==> src/rtl/tff_pkg.sv <==
// ---------------------------------------------------------------------------
// tff_pkg
// Shared definitions for the T-flip-flop counter bank.
//   mode_t      : 2-bit operating mode of the bank
//   MODE_TOGGLE : per-bit toggle mask (T input)
//   MODE_UP     : synchronous binary up counter
//   MODE_DOWN   : synchronous binary down counter
//   MODE_LOAD   : parallel load from D
// ---------------------------------------------------------------------------
package tff_pkg;

    typedef enum logic [1:0] {
        MODE_TOGGLE = 2'b00,
        MODE_UP     = 2'b01,
        MODE_DOWN   = 2'b10,
        MODE_LOAD   = 2'b11
    } mode_t;

endpackage : tff_pkg

==> src/rtl/tff_cell.sv <==
// ---------------------------------------------------------------------------
// tff_cell
// One T-type flip-flop with an asynchronous, active-high reset to a
// per-instance reset value.
// Ports:
//   CLK     : rising-edge clock
//   RST     : asynchronous active-high reset
//   RST_VAL : value taken by Q while RST is high
//   T       : toggle request; Q inverts on the edge when high
//   Q       : registered state
// ---------------------------------------------------------------------------
module tff_cell (
    input  logic CLK,
    input  logic RST,
    input  logic RST_VAL,
    input  logic T,
    output logic Q
);

    always_ff @(posedge CLK or posedge RST) begin
        if (RST) begin
            Q <= RST_VAL;
        end else begin
            Q <= Q ^ T;
        end
    end

endmodule : tff_cell

==> src/rtl/tff_counter_bank.sv <==
// ---------------------------------------------------------------------------
// tff_counter_bank
// Bank of WIDTH T flip-flops driven by a shared toggle-generation network.
// Depending on MODE the bank behaves as a masked toggle register, an up
// counter, a down counter or a loadable register.
// Parameters:
//   WIDTH     : number of bits in Q (1..32)
//   RESET_VAL : value of Q during reset
//   WRAP      : 1 = wrap at the count boundary, 0 = saturate there
// Ports:
//   CLK  : rising-edge clock
//   RST  : asynchronous active-high reset
//   EN   : synchronous enable; when low Q holds and OVF clears
//   MODE : 00 toggle, 01 up, 10 down, 11 load
//   T    : per-bit toggle request (toggle mode)
//   D    : parallel load data (load mode)
//   Q    : registered state
//   TC   : combinational terminal count (ignores EN)
//   OVF  : registered one-cycle overflow/underflow pulse
// ---------------------------------------------------------------------------
module tff_counter_bank
    import tff_pkg::*;
#(
    parameter int               WIDTH     = 8,
    parameter logic [WIDTH-1:0] RESET_VAL = '0,
    parameter bit               WRAP      = 1'b1
) (
    input  logic             CLK,
    input  logic             RST,
    input  logic             EN,
    input  logic [1:0]       MODE,
    input  logic [WIDTH-1:0] T,
    input  logic [WIDTH-1:0] D,
    output logic [WIDTH-1:0] Q,
    output logic             TC,
    output logic             OVF
);

    mode_t            w_mode;
    logic [WIDTH-1:0] w_upTog;
    logic [WIDTH-1:0] w_downTog;
    logic [WIDTH-1:0] w_tog;
    logic             w_allOnes;
    logic             w_allZero;
    logic             w_boundary;
    logic             r_ovf;

    assign w_mode = mode_t'(MODE);

    // Classic synchronous-counter toggle chains: a bit flips when every
    // lower bit is 1 (counting up) or every lower bit is 0 (counting down).
    assign w_upTog[0]   = 1'b1;
    assign w_downTog[0] = 1'b1;

    for (genvar i = 1; i < WIDTH; i++) begin : g_chain
        assign w_upTog[i]   = &Q[i-1:0];
        assign w_downTog[i] = ~|Q[i-1:0];
    end

    assign w_allOnes = &Q;
    assign w_allZero = ~|Q;

    assign TC = ((w_mode == MODE_UP)   && w_allOnes) ||
                ((w_mode == MODE_DOWN) && w_allZero);

    // An enabled edge taken at the boundary is the overflow/underflow event.
    assign w_boundary = EN && TC;

    // Toggle vector selection. In saturating builds the boundary edge
    // suppresses every toggle so Q parks at all-ones or zero.
    always_comb begin
        w_tog = '0;
        if (EN) begin
            case (w_mode)
                MODE_TOGGLE: w_tog = T;
                MODE_UP:     w_tog = w_upTog;
                MODE_DOWN:   w_tog = w_downTog;
                MODE_LOAD:   w_tog = Q ^ D;
                default:     w_tog = '0;
            endcase
        end
        if (w_boundary && !WRAP) begin
            w_tog = '0;
        end
    end

    for (genvar g = 0; g < WIDTH; g++) begin : g_cell
        tff_cell u_cell (
            .CLK     (CLK),
            .RST     (RST),
            .RST_VAL (RESET_VAL[g]),
            .T       (w_tog[g]),
            .Q       (Q[g])
        );
    end

    // OVF reports the boundary event of the previous edge; it stays high
    // while a saturated counter keeps being enabled at the boundary.
    always_ff @(posedge CLK or posedge RST) begin
        if (RST) begin
            r_ovf <= 1'b0;
        end else begin
            r_ovf <= w_boundary;
        end
    end

    assign OVF = r_ovf;

endmodule : tff_counter_bank

==> config.mk <==
export PLATFORM = sky130hd
export DESIGN_NAME = tff_counter_bank
export DESIGN_NICKNAME = d
export VERILOG_FILES = /design/src/rtl/tff_pkg.sv /design/src/rtl/tff_cell.sv /design/src/rtl/tff_counter_bank.sv
export SDC_FILE = /design/constraint.sdc
export NUM_CORES = 1
export LEC_CHECK = 0
export CAP_MARGIN = 10
export CORE_MARGIN = 2
export CORE_UTILIZATION = 47
export DETAILED_ROUTE_END_ITERATION = 16
export GPL_ROUTABILITY_DRIVEN = 0
export PLACE_DENSITY_LB_ADDON = 0.05
export SLEW_MARGIN = 20
export SYNTH_ARGS = -nofsm -noshare
export SYNTH_HDL_FRONTEND = slang
export SYNTH_SLANG_ARGS = --single-unit
==> constraint.sdc <==
create_clock -name CLK -period 4 [get_ports CLK]
set_input_delay 1 -clock CLK [delete_from_list [all_inputs] [get_ports CLK]]
set_output_delay 1 -clock CLK [all_outputs]
set_load 0.1 [all_outputs]
Word-level counts from Yosys, hierarchy flattened --
Index checks and enable logic that the tools add are counted.
Storage, ports and cells: register bits after elaboration 9, input port bits 21, output and inout bits 10, logic and storage cells 50
Operators by class: eq/ne operators 3, multiplexer cells 2, bitwise operators 9, reduce and logical (&&, ||, !) cells 27
Operators with widths (number):
- one-hot mux 8 bit (4 select lines) | 1
- zero test 1 bit | 8
- two-way mux 8 bit | 1
- AND reduction 8 bit | 1
- OR reduction 8 bit | 1
- bitwise XOR 1 bit | 8
- bitwise XOR 8 bit | 1
- AND reduction 7 bit | 1
- OR reduction 7 bit | 1
- AND reduction 6 bit | 1
- OR reduction 6 bit | 1
- AND reduction 5 bit | 1
- OR reduction 5 bit | 1
- equality test 2 bit, second input constant | 2
- AND reduction 4 bit | 1
- OR reduction 4 bit | 1
- logical AND 1 bit | 3
- AND reduction 3 bit | 1
- OR reduction 3 bit | 1
- equality test 2 x 1 -> 1 bit, second input constant | 1
- zero test 2 bit | 1
- AND reduction 2 bit | 1
- OR reduction 2 bit | 1
- logical OR 1 bit | 1

Longest topological paths before layout --
depth after elaboration 5, gate-level depth with buffers 7, gate-level depth less buffers 5

Worst setup path after synthesis --
OpenSTA, ideal clock, no wires.
kind input port to output port, start point input port MODE[0], end point output port TC, arrival time 3.333 ns, required time 3.000 ns, setup slack -0.333 ns, cell stages on the path 4, path buffers 1, path through buf_6 nor4_1 nand3_1 o22ai_1
Between the ends: longest elaborated chain between the ends 3
RTL lines:
- start, declared | RTL line tff_counter_bank.sv:31 | input logic [1:0] MODE,
- equality test 2 x 1 -> 1 bit / equality test 2 bit (equally long branches) | RTL line tff_counter_bank.sv:63, tff_counter_bank.sv:64
- logical AND 1 bit (on tied branches) | RTL line tff_counter_bank.sv:63, tff_counter_bank.sv:64
- logical OR 1 bit * | RTL line tff_counter_bank.sv:63 | assign TC = ((w_mode == MODE_UP) && w_allOnes) ||
- end, declared | RTL line tff_counter_bank.sv:35 | output logic TC,
Every way passes the cells marked *; elsewhere a longest branch is shown, timed or not.

Final worst setup path --
Same ends and word-level chain as after synthesis.

==> run summary <==
status - finished, final reports clean
number of synthesized register bits - 9
final WL - 2.06 mm
WL/cell - 14.6 um
Switching Share - 0.568
# port buffers - 30
vias per inst - 5.99
post-synth top area cell - dfrtp_1
Crit-path slowest cell - clkdlybuf4s50_1
CTS tree - done
Max-slew headroom - 0.355
# hold bufs at CTS - 0
Crit Path Class - input port to output port
part of the cycle the worst path needs - 0.870
Critical Path Start Type - input port
CP Cell Sequence - clkdlybuf4s50_1 -> nor4_1 -> nand3_1 -> o22ai_2 -> buf_12
Seq pwr share - 0.274
worst setup path endpoint - TC
CP endpoint kind - output port
grt met3 use - 0.0317
DRT Pass-1 Iters - 4
Final Skew - 3.78 ps
RSZ-0062 raised after global routing - no
Final Hold Viols - 0
Vias - 845
VDD IR max - 0.423 mV
Avg Cell Area, Syn - 8.07 um^2
Final setup viols - 0
Yosys warnings - 0
vias in the first global route - 800
largest net degree at the start of global routing - 18
Nets - 146
maximum root-to-sink buffer count - 2
Achievable Freq - 0.287 GHz
Post-CTS Setup Bufs - 0
grt peak-use layer - met2
max_cap viols - 0
combinational power share - 0.612
total CTS buffers - 3
Core ar. - 1690 um^2
Final ANT Viol Nets - 0
total gr overflow - 0
placed insts - 137
NetSw - 0.377 mW
Layout area overhead - 33.7%
Final Util - 0.658
asr flop ratio synth - 1.00
Detailed Place HPWL - 1.49 mm
internal cell power - 0.286 mW
ranking of synthesized cells by area - dfrtp_1, buf_4, a21oi_1
Worst EP required - 3000 ps
RR Endpoint - g_cell[5].u_cell.Q
Final Power - 0.663 mW
GRT met2 Usage - 0.369
setup_tns - 0 ps
Post-synth EDFFs - 0
Reg clk slew, reported paths - 70 ps
Sink Count - 9
Yosys top cell area share - 0.271
clock group share of total power - 0.114
met1 GRT Util - 0.271
n_diodes - 0
All-Layer GR Usage - 0.221
die width - 46.0 um
die height - 46.0 um
fin cells - 141
reg2reg start - g_cell[0].u_cell.Q
r2r worst-path depth - 5
Net Count, Synth - 124
# resized after CTS - 0
Pleak - 0.420 nW
CTS H-tree lvls - 1
row cnt - 15
DRT iter0 DRCs - 15
Worst Hold Class - flop to flop
most frequent cell after synthesis - a21oi_1
CP arrival - 2480 ps
register area share after synthesis - 0.271
worst skew pair latency - 270 ps
first-pass GRT wire length - 3.38 mm
post-synth cell types - 36
CP peak stage delay - 420 ps
placed inst area - 1080 um^2
slack of the worst reg-to-reg path - 2230 ps
Critical path origin - MODE[0]
clk root buf - clkbuf_4
Post-route DRC - 0
Boundary Pins - 31
Max FO, Critical Path - 4
layout cells sized above 1 - 0.113
Max Slew Vio Count - 0
P per Cell Area - 597 nW/um^2
top cells by count, synth - a21oi_1, dfrtp_1, buf_4, nand2_1, o21ai_0
post-layout min period - 3480 ps
die footprint - 2120 um^2
Final Cell Area - 1110 um^2
Synth Instances - 103
Initial Util - 0.492
actual slew at the worst max-slew pin - 965 ps
initial antenna violation count - 0
post-synthesis cell area - 831 um^2
Main synth FF type - dfrtp_1
## flip-flops by register name (all words and copies together), names as in the netlist
name,flops
g_cell.u_cell.Q,8
OVF,1
## through the flow
| stage | worst slack, ps | hold slack, ps |
|---|---|---|
| after floorplan | 332 | 543 |
| after global placement | 548 | 580 |
| after detailed placement | 528 | 584 |
| after CTS | 516 | 599 |
| after global routing | 438 | 630 |
| final | 518 | 594 |
## how the worst min path moves through the flow
| stage | start | endpoint | slack [ps] | cells past startpoint |
|---|---|---|---|---|
| floorplan | g_cell[6].u_cell.Q | g_cell[6].u_cell.Q | 540 | 1 |
| global placement | g_cell[6].u_cell.Q | g_cell[6].u_cell.Q | 580 | 1 |
| detailed placement | g_cell[6].u_cell.Q | g_cell[6].u_cell.Q | 580 | 1 |
| CTS | g_cell[6].u_cell.Q | g_cell[6].u_cell.Q | 600 | 1 |
| global route | g_cell[6].u_cell.Q | g_cell[6].u_cell.Q | 630 | 1 |
| finish | g_cell[6].u_cell.Q | g_cell[6].u_cell.Q | 590 | 1 |
## placed cells by master, fill, tap and decap left out, types with 2 or more instances in the layout
cell type / netlist / routed
nor2_1: 6 / 6
clkbuf_4: 0 / 3
o22ai_1: 4 / 3
buf_4: 8 / 3
mux2_2: 3 / 3
or3_1: 3 / 3
clkdlybuf4s50_1: 0 / 29
inv_1: 3 / 3
o221ai_1: 3 / 3
a41oi_1: 2 / 2
nand2_1: 8 / 8
dfrtp_1: 9 / 9
a21oi_1: 11 / 11
xnor2_1: 6 / 6
o21ai_0: 8 / 8
nand3_1: 2 / 2
## layer usage
metal  share of wire  up-vias
met1            0.44      394
met2            0.49       33
met3           0.063        2
met4          0.0068        0
li1                -      416
met5               0        -
## logic make-up after synthesis
logic type / count (synthesis) / share of synthesized area
muxes: 4 / 0.0527
AOI/OAI and AO/OA: 37 / 0.289
DFF: 9 / 0.271
xor gates and xnor gates: 6 / 0.0633
and+or+nand+nor: 28 / 0.182
buffers and inverters: 19 / 0.142
## critical path, delay by kind of cell
kind	cells	cell delay, ps
buf+inv	2	630
compound gates	1	240
simple gates	2	620
## cell type report
class                           count  area (um^2)
Multi-Input combinational cell     75          494
Clock buffer                        4         26.3
Timing Repair Buffer               33          333
Inverter                            3         11.3
Sequential cell                     9          225
Tap cell                           17         21.3
Fill cell                         153          578
## power groups by stage
stage | clock, mW | combinational (mW) | sequential [mW]
6_report | 0.0757 | 0.406 | 0.182
5_1_grt | 0.0837 | 0.426 | 0.189
4_1_cts | 0.0777 | 0.407 | 0.181
3_5_place_dp | 0 | 0.406 | 0.182
3_3_place_gp | 0 | 0.403 | 0.182
2_1_floorplan | 0 | 0.374 | 0.157
No activity file was read; power rests on OpenSTA's default activity.
